[src/rtl/factorial_bus_if.sv]
// -----------------------------------------------------------------------------
// factorial_bus_if
//
// Memory-mapped register front end for the factorial accelerator. It sits
// between the MIPS data-memory bus and the factorial core. Software writes the
// operand N, launches a job with a GO write, then polls STATUS and reads RESULT.
//
// Register map (word address = byte address bits [3:2]):
//   0 N      (RW) bits [N_W-1:0], upper bits read 0; writable only while idle
//   1 GO     (W)  bit0=1 launches a job; reads 0
//   2 STATUS (R)  {.., err_s, done_s} in bits [1:0]; sticky until next launch
//   3 RESULT (R)  product captured from the core on job completion
//
// Ports:
//   clk        system clock, all logic on posedge
//   rst        asynchronous, active-high reset
//   we         bus write enable
//   addr       word address
//   wd         bus write data
//   rd         bus read data, combinational from addr
//   n_out      operand to the core
//   go_out     one-cycle start pulse to the core
//   done_in    core done; high while the core is idle
//   err_in     core operand error (n too large for DATA_W)
//   result_in  core product
//   busy       high while a job is in flight
// -----------------------------------------------------------------------------
module factorial_bus_if #(
    parameter int DATA_W   = 32,
    parameter int N_W      = 4,
    parameter int START_TO = 8
) (
    input  logic              clk,
    input  logic              rst,
    input  logic              we,
    input  logic [1:0]        addr,
    input  logic [DATA_W-1:0] wd,
    output logic [DATA_W-1:0] rd,
    output logic [N_W-1:0]    n_out,
    output logic              go_out,
    input  logic              done_in,
    input  logic              err_in,
    input  logic [DATA_W-1:0] result_in,
    output logic              busy
);

    localparam int               CNT_W    = (START_TO > 1) ? $clog2(START_TO) : 1;
    localparam logic [CNT_W-1:0] CNT_LAST = CNT_W'(START_TO - 1);

    localparam logic [1:0] A_N      = 2'd0;
    localparam logic [1:0] A_GO     = 2'd1;
    localparam logic [1:0] A_STATUS = 2'd2;
    localparam logic [1:0] A_RESULT = 2'd3;

    typedef enum logic [1:0] {
        IDLE   = 2'd0,
        LAUNCH = 2'd1,  // go pulse issued, waiting for the core to drop done_in
        RUN    = 2'd2   // core computing, waiting for done_in to return high
    } state_t;

    state_t             state, state_d;
    logic [N_W-1:0]     n_r, n_d;
    logic               go_d;
    logic               done_s, done_d;
    logic               err_s, err_d;
    logic [DATA_W-1:0]  result_r, result_d;
    logic [CNT_W-1:0]   cnt, cnt_d;

    // Only the operand bits of a write are meaningful; the rest are dropped.
    logic unused_wd;
    assign unused_wd = ^wd[DATA_W-1:N_W];

    // -------------------------------------------------------------------------
    // State and register file
    // -------------------------------------------------------------------------
    // NOTE: sequential state uses non-blocking assignments so every register
    // samples pre-edge values, independent of statement order.
    always_ff @(posedge clk or posedge rst) begin
        if (rst) begin
            state    <= IDLE;
            n_r      <= '0;
            go_out   <= 1'b0;
            done_s   <= 1'b0;
            err_s    <= 1'b0;
            result_r <= '0;
            cnt      <= '0;
        end else begin
            state    <= state_d;
            n_r      <= n_d;
            go_out   <= go_d;
            done_s   <= done_d;
            err_s    <= err_d;
            result_r <= result_d;
            cnt      <= cnt_d;
        end
    end

    // -------------------------------------------------------------------------
    // Next-state and register update logic
    // -------------------------------------------------------------------------
    // NOTE: every signal gets a default first so no path leaves it unassigned,
    // which would otherwise infer a latch.
    always_comb begin
        state_d  = state;
        n_d      = n_r;
        go_d     = 1'b0;
        done_d   = done_s;
        err_d    = err_s;
        result_d = result_r;
        cnt_d    = cnt;

        unique case (state)
            IDLE: begin
                if (we && addr == A_N) begin
                    n_d = wd[N_W-1:0];
                end
                if (we && addr == A_GO && wd[0]) begin
                    go_d    = 1'b1;
                    done_d  = 1'b0;
                    err_d   = 1'b0;
                    cnt_d   = '0;
                    state_d = LAUNCH;
                end
            end

            LAUNCH: begin
                // An operand error or a core that never acknowledges the go
                // pulse both end the job as rejected, leaving result_r intact.
                if (err_in) begin
                    done_d  = 1'b1;
                    err_d   = 1'b1;
                    state_d = IDLE;
                end else if (!done_in) begin
                    state_d = RUN;
                end else if (cnt == CNT_LAST) begin
                    done_d  = 1'b1;
                    err_d   = 1'b1;
                    state_d = IDLE;
                end else begin
                    cnt_d = cnt + 1'b1;
                end
            end

            RUN: begin
                if (done_in) begin
                    result_d = result_in;
                    done_d   = 1'b1;
                    state_d  = IDLE;
                end
            end

            default: begin
                state_d = IDLE;
            end
        endcase
    end

    // -------------------------------------------------------------------------
    // Outputs
    // -------------------------------------------------------------------------
    assign busy  = (state != IDLE);
    assign n_out = n_r;

    always_comb begin
        rd = '0;
        unique case (addr)
            A_N:      rd = {{(DATA_W-N_W){1'b0}}, n_r};
            A_GO:     rd = '0;
            A_STATUS: rd = {{(DATA_W-2){1'b0}}, err_s, done_s};
            A_RESULT: rd = result_r;
            default:  rd = '0;
        endcase
    end

endmodule

[config.mk]
export PLATFORM = sky130hd
export DESIGN_NAME = factorial_bus_if
export DESIGN_NICKNAME = d
export VERILOG_FILES = /design/src/rtl/factorial_bus_if.sv
export SDC_FILE = /design/constraint.sdc
export NUM_CORES = 1
export LEC_CHECK = 0
export CORE_MARGIN = 4
export CORE_UTILIZATION = 41
export DETAILED_ROUTE_END_ITERATION = 7
export PLACE_DENSITY_LB_ADDON = 0.12
export SETUP_SLACK_MARGIN = 0.5
export SLEW_MARGIN = 0
export SYNTH_ARGS = -nofsm -noshare
export SYNTH_HDL_FRONTEND = slang
export SYNTH_SLANG_ARGS = --single-unit
[constraint.sdc]
create_clock -name clk -period 2.3 [get_ports clk]
set_input_delay 0.345 -clock clk [delete_from_list [all_inputs] [get_ports clk]]
set_output_delay 0.345 -clock clk [all_outputs]
set_load 0.05 [all_outputs]
==> impl_metrics.py, run 1 <==
metrics = {
    "status": {
        "status": "completed",
    },
    "placed_design": {
        "dp.cells": 322,
        "dp_hpwl_mm": 3.83,
        "portBuffers": 80,
        "gp_congestion": 0.718,
        "placed_area_mm2": 0.00346,
        "dp_slack_ns": 0.114,
    },
    "route": {
        "drtIter0Drc": 48,
        "drc": 0,
        "wl_mm": 5.19,
        "ant_nets": 0,
        "drtPass1Iterations": 2,
        "via_per_inst": 5.05,
        "num_vias": 1660,
        "wl_per_cell_um": 15.8,
    },
    "clock_tree": {
        "cts.path.max_buffers": 2,
        "post_cts_buffers": 0,
        "clkLatencyLatePin_ns": 0.29,
        "cts_tree": "done",
        "path_clk_slew_ns": 0.08,
        "numClockSinks": 44,
        "htree_levels": 2,
        "cts_root_buf": "clkbuf_8",
        "hold_buffers": 0,
        "cts_inserted_buffers": 5,
    },
    "synthesis": {
        "synth_area_per_cell_um2": 12.7,
        "synth-seq-cells": 44,
        "syn_nets": 253,
        "netlist_area_mm2": 0.00223,
        "yosysUniqueCellTypes": 35,
        "synth.top_cell.area_share_pct": 49.4,
        "yosysWarnings": 0,
        "yosys.area.top_type": "dfrtp_1",
        "syn_inst": 176,
        "synth_seq_area_share_pct": 49.4,
        "synth_area_leaders": "dfrtp_1, mux2_2, and3_1",
    },
    "die": {
        "die_area_mm2": 0.00667,
        "die_w_um": 81.7,
        "num_rows": 26,
        "core_mm2": 0.00517,
        "fp.dieH_um": 81.7,
        "pin_count": 109,
        "start_util_pct": 43.1,
    },
    "finish": {
        "multi_input_area_mm2": 0.00104,
        "layout_common_cells": "dfrtp_1, clkdlybuf4s50_1, mux2_2, buf_12, and3_1",
        "drive_gt1_share_pct": 38.6,
        "final_area_mm2": 0.00357,
        "layout_commonest_cell": "dfrtp_1",
        "fin_nets": 336,
        "regArea_mm2": 0.00110,
        "final_cell_count_no_fill": 329,
        "antenna_cells": 0,
        "areaGrowthSynthToFinish_pct": 60.2,
        "n_fill_cell": 382,
    },
    "timing": {
        "finalHoldViolations": 0,
        "worst_clock_skew_ns": 0.00545,
        "slew-limit-headroom_pct": 56.0,
        "rsz0062_at_grt": "true",
        "worst_pin_slew_ns": 0.656,
        "setup_viol": 0,
        "layout_setup_ws_ns": 0.519,
        "final-max-slew-violation-count": 0,
        "tns_ns": 0,
        "fmax_ghz": 0.561,
        "fin_crit_ns": 1.78,
        "period_share_pct": 77.4,
    },
    "global_route": {
        "grt_pass1_wl_mm": 8.35,
        "grtUsageTotal_pct": 16.7,
        "grt_pass1_vias": 1721,
        "gr-total-overflow": 0,
        "antenna_found_initial": 0,
        "grt_start_max_net_pins": 33,
    },
    "setup_path": {
        "end_kind": "register",
        "worstSetupPathType": "reg -> reg",
        "start_kind": "register",
        "arrival_ns": 1.96,
        "cp.required_ns": 2.48,
        "crit_fanout": 3,
    },
    "power": {
        "leakage_nw": 1.66,
        "power-per-cell-area_mw_per_mm2": 1120,
        "finalPower_mw": 4.00,
        "ir_drop_mv": 0.555,
    },
    "min_path": {
        "hold_path_class": "in -> async",
    },
    "flow_run": {
        "drv_cap": 0,
    },
}
[critical path: stages (launching register included)]
cell and delay, ns:
dfrtp_1 0.39, ha_1 0.20, ha_1 0.21, and4bb_2 0.35
a2bb2oi_4 0.19, mux2_1 0.33
[flip-flops by register name (all words and copies together), names as in the netlist]
signal / flops
cnt: 3
done_s: 1
err_s: 1
go_out: 1
n_out: 4
result_r: 32
state: 2
[metal layers]
metal  GRT usage [%]  wire length, µm
met3            7.13              437
met4            4.15               51
met5               0                0
met1            20.1             2170
met2            27.5             2530
[what timing repair did]
action	CTS	global route
resized for setup	16	6
setup endpoints to repair	38	7
pin swaps	1	0
[synthesized netlist by cell type]
cell / n
a21o_2: 1
a22o_1: 2
nor3_1: 2
a21oi_1: 1
o211ai_1: 2
nand3b_1: 1
clkbuf_1: 6
and4bb_2: 1
dfrtp_1: 44
a221o_1: 1
o21bai_1: 1
inv_1: 8
nor2_1: 4
nand2_1: 4
a31oi_1: 1
clkbuf_2: 2
o2bb2ai_1: 3
and3b_1: 1
and2_2: 1
a211oi_2: 1
a211oi_1: 1
mux2_2: 37
mux2_1: 1
a2111oi_4: 1
nand2b_1: 1
nand4b_4: 1
a211o_1: 1
a2bb2oi_4: 1
buf_2: 1
mux2i_1: 4
buf_6: 3
nor2b_1: 2
a2bb2oi_1: 1
and3_1: 28
ha_1: 6
[final cells by class]
| class | instances | area share [%] |
|---|---|---|
| inverters | 8 | 0.842 |
| multi-input cells | 112 | 29.3 |
| clock buffers | 7 | 2.70 |
| flip-flops and latches | 44 | 30.9 |
| well taps | 70 | 2.45 |
| repair buffers | 88 | 33.9 |
[power by group]
group	switching, mW	internal, mW	leakage [nW]	total [mW]
clock	0.242	0.267	0.0503	0.510
combinational	1.08	1.08	1.07	2.16
sequential	0.178	1.15	0.540	1.32
total	1.50	2.49	1.66	4.00
[kinds of logic (layout without fill, tap and decap cells)]
| family | count (synthesis) | count (layout) | synth area share [%] |
|---|---|---|---|
| multiplexers | 42 | 42 | 21.0 |
| adder cells (fa/ha/maj) | 6 | 6 | 3.37 |
| flip-flops | 44 | 44 | 49.4 |
| AND/OR/NAND/NOR | 46 | 46 | 13.2 |
| AO/OA/AOI/OAI | 18 | 18 | 8.43 |
| buffers and inverters | 20 | 103 | 4.55 |
[through the flow]
stage / util (%) / hold WS [ns]
2_1_floorplan: - / 0.471
3_3_place_gp: 66.9 / 0.479
3_5_place_dp: 66.9 / 0.484
4_1_cts: 68.9 / 0.379
5_1_grt: 69.0 / 0.416
6_report: 69.0 / 0.367
[worst paths after layout]
path	from	to	slack [ns]	cells past startpoint
max	cnt[0]$_DFFE_PP0P_	cnt[0]$_DFFE_PP0P_	0.52	5
min	rst	cnt[1]$_DFFE_PP0P_	0.37	2
max in group asynchronous	rst	result_r[6]$_DFFE_PP0P_	1.42	3
max reg2reg	cnt[0]$_DFFE_PP0P_	cnt[0]$_DFFE_PP0P_	0.52	5
min in group clk	result_r[17]$_DFFE_PP0P_	result_r[17]$_DFFE_PP0P_	0.50	1
min reg2reg	result_r[17]$_DFFE_PP0P_	result_r[17]$_DFFE_PP0P_	0.50	1
Note: power is estimated with default switching activity, not from simulation.
==> run 2: changes to the inputs <==
- clock period: 2.3 -> 1.8 ns (I/O delays scaled with it)
==> run 2 against run 1 <==
Cell area grew 30%. Via count grew 24%. Clock-buffer cell count is the same. Power grew 82%. Wire length grew 67%. Flip-flop and latch count is the same. Die area is the same. Non-clock buffer count grew 53. Hold slack lost 0.087 ns. First-iteration DRC count grew 110%. Critical endpoint is now cnt[1]$_DFFE_PP0P_. Largest cell class unchanged. Highest routed layer unchanged.
==> impl_metrics.py, run 2 (synthesis results as in run 1) <==
metrics = {
    "status": {
        "status": "completed",
    },
    "setup_path": {
        "cp.required_ns": 2.00,
        "path_common_cell": "ha_4",
        "arrival_ns": 1.98,
        "max_stage_delay_ns": 0.42,
        "worstPathCellList": "ha_4 -> ha_4 -> and4bb_2 -> a2bb2oi_4 -> buf_4 -> mux2i_1",
        "crit_family": "flip-flops",
        "crit_slowest_cell": "dfrtp_1",
        "end_kind": "register",
        "crit_fanout": 2,
        "critPathBufInv": 1,
        "start_kind": "register",
        "worstSetupPathType": "reg -> reg",
    },
    "route": {
        "wl_per_cell_um": 22.7,
        "drtPass1Iterations": 4,
        "via_per_inst": 5.38,
        "wl_mm": 8.69,
        "ant_nets": 0,
        "drc": 0,
        "num_vias": 2060,
        "drtIter0Drc": 102,
    },
    "timing": {
        "worst_pin_slew_ns": 0.354,
        "period_share_pct": 98.5,
        "fin_crit_ns": 1.77,
        "setup_viol": 0,
        "finalHoldViolations": 0,
        "layout_setup_ws_ns": 0.0279,
        "final-max-slew-violation-count": 0,
        "slew-limit-headroom_pct": 76.4,
        "fmax_ghz": 0.564,
        "worst_clock_skew_ns": 0.0170,
        "rsz0062_at_grt": "true",
    },
    "clock_tree": {
        "cts_root_buf": "clkbuf_8",
        "hold_buffers": 0,
        "htree_levels": 2,
        "numClockSinks": 44,
        "path_clk_slew_ns": 0.09,
        "cts_inserted_buffers": 5,
        "cts.path.max_buffers": 2,
        "cts_tree": "done",
        "clkLatencyLatePin_ns": 0.31,
    },
    "finish": {
        "final_cell_count_no_fill": 383,
        "n_fill_cell": 210,
        "areaGrowthSynthToFinish_pct": 109,
        "layout_commonest_cell": "dfrtp_1",
        "antenna_cells": 0,
        "fin_nets": 389,
        "drive_gt1_share_pct": 64.9,
        "largest-register": "result_r",
        "layout_common_cells": "dfrtp_1, clkdlybuf4s50_1, mux2_4, buf_12, buf_4",
        "largest_register_ffs": 32,
    },
    "global_route": {
        "gr-total-overflow": 0,
        "grtUsageTotal_pct": 21.9,
        "grt_util_met1_pct": 25.1,
        "grt_pass1_vias": 2121,
        "met3_usage_pct": 7.79,
        "grt_pass1_wl_mm": 10.8,
        "grt_start_max_net_pins": 32,
        "met2_usage_pct": 37.5,
        "busiest_layer": "met2",
        "antenna_found_initial": 0,
    },
    "placed_design": {
        "dp.cells": 330,
        "gp_congestion": 0.824,
        "dp_hpwl_mm": 4.26,
        "dp_slack_ns": -0.0296,
        "portBuffers": 80,
    },
    "die": {
        "pin_count": 109,
        "num_rows": 26,
        "die_w_um": 81.7,
        "core_mm2": 0.00517,
        "die_area_mm2": 0.00667,
        "start_util_pct": 43.1,
        "fp.dieH_um": 81.7,
    },
    "power": {
        "leakage_nw": 2.15,
        "ir_drop_mv": 1.12,
        "power-per-cell-area_mw_per_mm2": 1560,
    },
    "flow_run": {
        "drv_cap": 0,
    },
    "min_path": {
        "hold_path_class": "in -> async",
    },
}
run 2: cell types whose count changed in the layout (fill, tap and decap cells not counted), sizes merged, moves of 2 or more:
cell and delta:
clkbuf +3, clkinvlp +2, clkdlybuf4s50 -2, dlygate4sd2 -2
buf +57, clkdlybuf4s15 -2
run 2: area by class of cell:
cell class,instances,area [µm²],area share (%)
repair buffers,141,1830,39.3
multi-input cells,112,1470,31.6
flip-flops and latches,44,1100,23.7
clock buffers,7,96.3,2.07
well taps,70,87.6,1.89
inverters,8,37.5,0.808
clock inverters,1,30.0,0.646
run 2: worst paths after layout:
check                                             start                  endpoint  slack [ns]  cells past startpoint
worst max-delay path                 cnt[0]$_DFFE_PP0P_        cnt[1]$_DFFE_PP0P_        0.03                      6
worst min-delay path                                rst  result_r[16]$_DFFE_PP0P_        0.28                      2
worst max register to register       cnt[0]$_DFFE_PP0P_        cnt[1]$_DFFE_PP0P_        0.03                      6
worst min register to register  result_r[5]$_DFFE_PP0P_   result_r[5]$_DFFE_PP0P_        0.52                      1
max in group asynchronous                           rst   result_r[3]$_DFFE_PP0P_        1.04                      3
min in group clk                                addr[0]          go_out$_DFF_PP0_        0.46                      4
run 2: where the power goes:
part	leakage (nW)	switching [mW]	internal, mW
clock network	0.0645	0.361	0.490
registers	0.539	0.368	1.47
logic	1.55	1.94	2.64
run 2: stage by stage:
stage	power, mW	setup TNS [ns]	util (%)	hold slack, ns	instance area [µm²]
3_5_place_dp	4.77	-0.0571	70.7	0.486	3660
5_1_grt	7.55	-0.00491	89.8	0.281	4650
2_1_floorplan	3.70	0	-	0.274	2380
6_report	7.26	0	89.8	0.280	4650
3_3_place_gp	4.66	-0.0502	70.7	0.479	3660
4_1_cts	6.25	0	81.8	0.280	4230
run 2: metal layers:
layer / vias up / wire [µm]
met3: 14 / 595
met2: 78 / 4480
met5: - / 0
li1: 909 / -
met4: 0 / 128
met1: 1059 / 3490
run 2: repair_timing:
action                     in CTS  in global routing
setup endpoints to repair      77                 68
resized for setup              83                 46
pin swaps                      11                 17
gates cloned                    3                  4
buffers inserted               18                 20
==> run 3: changes to the inputs <==
- ABC_AREA: unset -> 1
- CORE_UTILIZATION: 41 -> 40
==> run 3 against run 2 <==
Via count increased by 5.5%. Die area decreased by 1.0%. Clock-buffer cell count decreased by 1. Cell area decreased by 4.4%. Clock skew decreased by 0.013 ns. Largest power group unchanged. Clock power decreased by 9.5%. Critical endpoint is now busy.
==> impl_metrics.py, run 3 <==
metrics = {
    "synthesis": {
        "synth_area_leaders": "dfrtp_1, nor2_1, inv_1",
        "yosysMostFrequentCell": "nor2_1",
        "synthAdderAreaFrac_pct": 3.49,
        "async_flop_share_pct": 100,
        "ys.flop_type": "dfrtp_1",
        "yosys.area.top_type": "dfrtp_1",
        "synth_compound_area_share_pct": 9.84,
        "synth_edf_count": 0,
        "synth-seq-cells": 44,
        "synth_top_family_by_area": "simple AND/OR/NAND/NOR gates",
        "synth_common_cells": "nor2_1, inv_1, dfrtp_1, a21oi_1, nand2_1",
        "syn_nets": 344,
        "synth-simple-area-share_pct": 22.8,
        "synth_area_per_cell_um2": 8.05,
        "synth_seq_area_share_pct": 51.3,
        "yosysWarnings": 0,
        "yosysUniqueCellTypes": 23,
        "synth_xor_area_share_pct": 0,
        "synth.top_cell.area_share_pct": 51.3,
        "netlist_area_mm2": 0.00215,
        "syn_inst": 267,
        "muxShareOfSynthArea_pct": 1.05,
    },
    "flow_run": {
        "drv_cap": 0,
    },
    "timing": {
        "worst_pin_slew_ns": 0.613,
        "rsz0062_at_grt": "true",
        "finalHoldViolations": 0,
        "slew-limit-headroom_pct": 59.1,
        "final-max-slew-violation-count": 0,
        "period_share_pct": 81.2,
        "fmax_ghz": 0.684,
        "fin_crit_ns": 1.46,
        "setup_viol": 0,
        "worst_clock_skew_ns": 0.00428,
    },
    "clock_tree": {
        "cts.path.max_buffers": 2,
        "clkLatencyLatePin_ns": 0.31,
        "cts_inserted_buffers": 5,
        "cts_tree": "done",
        "numClockSinks": 44,
        "path_clk_slew_ns": 0.08,
        "cts_root_buf": "clkbuf_8",
        "htree_levels": 2,
    },
    "finish": {
        "areaGrowthSynthToFinish_pct": 107,
        "layout_common_cells": "dfrtp_1, clkdlybuf4s50_1, buf_12, inv_1, a21oi_1",
        "drive_gt1_share_pct": 48.6,
        "largest_register_ffs": 32,
        "layout_commonest_cell": "dfrtp_1",
        "final_core_util_pct": 85.8,
        "largest-register": "result_r",
        "antenna_cells": 0,
        "fin_nets": 461,
    },
    "setup_path": {
        "critPathBufInv": 3,
        "crit_fanout": 2,
        "crit_slowest_cell": "dfrtp_1",
        "start_kind": "register",
        "cp.required_ns": 1.53,
        "end_kind": "primary output",
        "max_stage_delay_ns": 0.39,
        "arrival_ns": 1.19,
        "worstPathCellList": "inv_2 -> ha_4 -> clkinvlp_4 -> buf_12",
        "worstSetupPathType": "reg -> out",
        "crit_family": "flip-flops",
    },
    "die": {
        "pin_count": 109,
        "start_util_pct": 41.5,
        "die_area_mm2": 0.00661,
        "num_rows": 26,
        "core_mm2": 0.00517,
        "die_w_um": 81.3,
        "fp.dieH_um": 81.3,
    },
    "route": {
        "drc": 0,
        "drtPass1Iterations": 4,
        "wl_mm": 7.24,
        "drtIter0Drc": 60,
        "wl_per_cell_um": 15.9,
        "num_vias": 2174,
        "ant_nets": 0,
        "via_per_inst": 4.78,
    },
    "power": {
        "power-per-cell-area_mw_per_mm2": 1480,
        "finalPower_mw": 6.56,
        "leakage_nw": 2.06,
        "ir_drop_mv": 1.16,
    },
    "placed_design": {
        "portBuffers": 80,
        "gp_congestion": 0.830,
        "dp_hpwl_mm": 4.14,
    },
    "global_route": {
        "antenna_found_initial": 0,
        "grt_pass1_wl_mm": 10.1,
        "grt_pass1_vias": 2189,
        "gr-total-overflow": 0,
        "grtUsageTotal_pct": 20.4,
        "grt_start_max_net_pins": 30,
    },
    "min_path": {
        "hold_path_class": "in -> async",
    },
    "status": {
        "status": "completed",
    },
}
## run 3: cell types whose count changed in the layout (fill, tap and decap cells not counted), moves of 11 or more
cell / before / now
nor2_2: 0 / 24
and3_4: 28 / 0
nor2_1: 4 / 17
nand2_1: 2 / 22
nor2_4: 0 / 23
inv_1: 4 / 34
buf_4: 35 / 22
inv_2: 2 / 13
a21oi_1: 0 / 27
mux2_4: 37 / 2
## run 3: where the power goes
group	leakage [nW]	switching [mW]	internal (mW)
sequential	0.495	0.207	1.46
clock	0.0552	0.358	0.412
combinational	1.51	2.29	1.83
total	2.06	2.85	3.70
## run 3: final timing paths
kind,slack [ns],start,endpoint,depth (start not counted)
worst min-delay path,0.30,rst,result_r[13]$_DFFE_PP0P_,2
worst max-delay path,0.34,state[1]$_DFFE_PP0P_,busy,4
worst max register to register,0.35,state[0]$_DFFE_PP0P_,result_r[30]$_DFFE_PP0P_,7
max in group asynchronous,1.03,rst,result_r[11]$_DFFE_PP0P_,3
min in group clk,0.50,wd[2],n_out[2]$_DFFE_PP0P_,3
worst min register to register,0.52,cnt[1]$_DFFE_PP0P_,cnt[1]$_DFFE_PP0P_,2
## run 3: final cells by class
cell class,count,area (µm²)
Clock inverter,2,35.0
Multi-Input combinational cell,162,1270
Fill cell,257,733
Tap cell,70,87.6
Clock buffer,6,72.6
Sequential cell,44,1100
Timing Repair Buffer,119,1670
Inverter,52,208
## run 3: metrics by stage
step	setup slack (ns)	std cells	TNS, ns	hold slack (ns)	cell area [µm²]
finish	0.338	455	0	0.300	4440
global route	0.273	455	0	0.319	4440
detailed placement	-0.0976	416	-1.62	0.474	3480
floorplan	0.312	267	0	0.274	2240
global placement	-0.0637	416	-0.899	0.465	3480
CTS	0.330	449	0	0.310	4130
## run 3: cell families after synthesis
logic type / after synthesis
multiplexers: 2
buffers and inverters: 62
AO/OA/AOI/OAI: 41
adder cells (fa/ha/maj): 6
flip-flops: 44
AND/OR/NAND/NOR: 112
## run 3: layer usage
layer  GRT usage (%)  part of all wire (%)
met2            35.5                    52
met1            24.1                    40
met5               0                     0
met4            6.25                   2.0
met3            5.99                   6.2
## run 3: repair_timing
| action | in CTS | in global routing |
|---|---|---|
| hold buffers | 0 | 0 |
| endpoints found under the setup margin | 69 | 76 |
| pin swaps | 16 | 37 |
| resized for setup | 69 | 75 |
| buffers inserted | 17 | 5 |
| cloned | 8 | 1 |
==> RTL edit, RTL diff (settings of run 3) <==
Register the output `rd`, with the module's reset; this adds one clock of latency there. The other outputs are not delayed to match. Comments in the files are not updated.
--- a/src/rtl/factorial_bus_if.sv
+++ b/src/rtl/factorial_bus_if.sv
@@ -59,2 +59,4 @@
     } state_t;
+
+    logic [DATA_W-1:0] rd_d;
 
@@ -164,10 +166,18 @@
     always_comb begin
-        rd = '0;
+        rd_d = '0;
         unique case (addr)
-            A_N:      rd = {{(DATA_W-N_W){1'b0}}, n_r};
-            A_GO:     rd = '0;
-            A_STATUS: rd = {{(DATA_W-2){1'b0}}, err_s, done_s};
-            A_RESULT: rd = result_r;
-            default:  rd = '0;
+            A_N:      rd_d = {{(DATA_W-N_W){1'b0}}, n_r};
+            A_GO:     rd_d = '0;
+            A_STATUS: rd_d = {{(DATA_W-2){1'b0}}, err_s, done_s};
+            A_RESULT: rd_d = result_r;
+            default:  rd_d = '0;
         endcase
+    end
+
+    always_ff @(posedge clk or posedge rst) begin
+        if (rst) begin
+            rd <= '0;
+        end else begin
+            rd <= rd_d;
+        end
     end
Function: changed (Yosys sat finds a counterexample within 4 cycles, from zero or initial values and one cycle with rst high).
==> RTL edit against run 3 <==
- fmax is 4.1% lower
- sequential cell count is 32 higher
- area after synthesis rose by 44%
- total power up 6.3%
- final area increased by 3.3%
- worst setup slack got worse by 62 ps
- routed wire length shrank 4.3%
- combinational power down 20%
- largest cell class is now flip-flops and latches
- largest power group unchanged
==> RTL edit: results (changes against run 3) <==
| Metric | Value |
|---|---|
| Status | `finished, final reports clean` |
| Vias in the first global route | `2367 (+8.1%)` |
| Placed Area | `4044 um2 (+16%)` |
| Setup ws final | `276.5 ps (-61.88 ps)` |
| Largest net degree at the start of global routing | `77 (+160%)` |
| Worst setup path start | `state[0]` |
| CP Capture Point | `busy` |
| Tot GR Track Use | `0.1561 (-0.04803)` |
| Worst r2r dst | `result_r[6]` |
| GP Congestion | `0.7360 (-11%)` |
| Register area share after synthesis | `0.6127 (+0.1001)` |
| H-Tree Level Count | `3 (+1)` |
| CP arrival | `1250 ps (+60 ps)` |
| DRT iter0 DRCs | `47 (-22%)` |
| Leakage power | `2.307 nW (+12%)` |
| Peak supply drop | `0.9379 mV (-19%)` |
| Switching share of power | `0.3962 (-0.03920)` |
| Post-CTS sizing | `218 (+220%)` |
| WHS | `385.1 ps (+84.66 ps)` |
| Placed cells | `471 (+13%)` |
| Yosys warns | `0 (unchanged)` |
| Mux contribution to synthesized area | `0.009674 (-0.0008099)` |
| Clk_skew | `8.385 ps (+4.100 ps)` |
| First-pass GRT wire length | `10980 um (+8.2%)` |
| Slew HR | `0.7178 (+0.1267)` |
| Worst-skew pair later-pin latency | `340 ps (+30 ps)` |
| Clock share of power | `0.170 (+0.053)` |
| Synth area leaders | `dfrtp_1 61%, a21oi_2 8.5%, nor2_1 7.5%, inv_1 5.6%, nand2_1 3.4%` |
| Reg2Reg Depth | `7 (unchanged)` |
| Synth Area in Compound Gates | `0.1056 (+0.007175)` |
| Commonest cells post-synth | `76 x dfrtp_1, 62 x nor2_1, 46 x inv_1` |
| Synth unique cells | `25 (+8.7%)` |
| Port buffer count | `80 (unchanged)` |
| 1st-pass router iterations | `4 (unchanged)` |
| Syn Inst Count | `297 (+11%)` |
| Post-CTS setup buffers | `9 (-8)` |
| Post-Route WL | `6927 um (-4.3%)` |
| Post-synth top flop | `dfrtp_1` |
| DR WL/cell | `13.66 um (-14%)` |
| Synth Area in Adders | `0.02418 (-0.01076)` |
| Post-detail-place hpwl | `4034 um (-2.6%)` |
| Syn nets | `374 (+8.7%)` |
| Root Buffer Master | `clkbuf_8` |
| Via total after detailed routing | `2315 (+6.5%)` |
| Clock tree buffer depth | `2 (unchanged)` |
| Power Dens Cells | `1520 nW/um2 (+2.9%)` |
| R2r setup slk | `310 ps (-40 ps)` |
| Num CTS Buffers | `9 (+4)` |
| Fin nets | `480 (+4.1%)` |
| CP Max Fanout | `3 (+1)` |
| Fraction of registers with async set/reset | `1.000 (unchanged)` |
| Layout cells sized above 1 | `0.3897 (-0.09601)` |
| Worst slack at placement | `132.9 ps (+230.5 ps)` |
| Comb group | `3.28 mW (-20%)` |
| Antenna fix cells | `0 (unchanged)` |
## RTL edit: area by class of cell
type                            count  area (um2)
Fill cell                         623        2824
Timing Repair Buffer              104       991.0
Clock buffer                       12       155.1
Tap cell                           99       123.9
Clock inverter                      4       23.77
Sequential cell                    76        1902
Multi-Input combinational cell    162        1191
Inverter                           50       197.7
## RTL edit: layer usage
metal  GRT usage  vias to the layer above  part of all wire
met1      0.2053                     1127              0.44
met2      0.2484                       60              0.48
met5           0                        -                 0
met4     0.06398                        0             0.017
met3     0.03597                       10             0.062
li1            -                     1118                 -
## RTL edit: critical path, cell delays in order (launching register included)
cell	delay, ps
dfrtp_1	400
inv_2	100
ha_4	160
clkinvlp_4	100
buf_12	150
## RTL edit: cells by family (layout without fill, tap and decap cells)
kind of cell / after synthesis / after routing
buffers and inverters: 59 / 170
muxes: 2 / 2
and+or+nand+nor: 113 / 113
adders and majority gates: 6 / 6
AOI/OAI and AO/OA: 41 / 41
DFF: 76 / 76
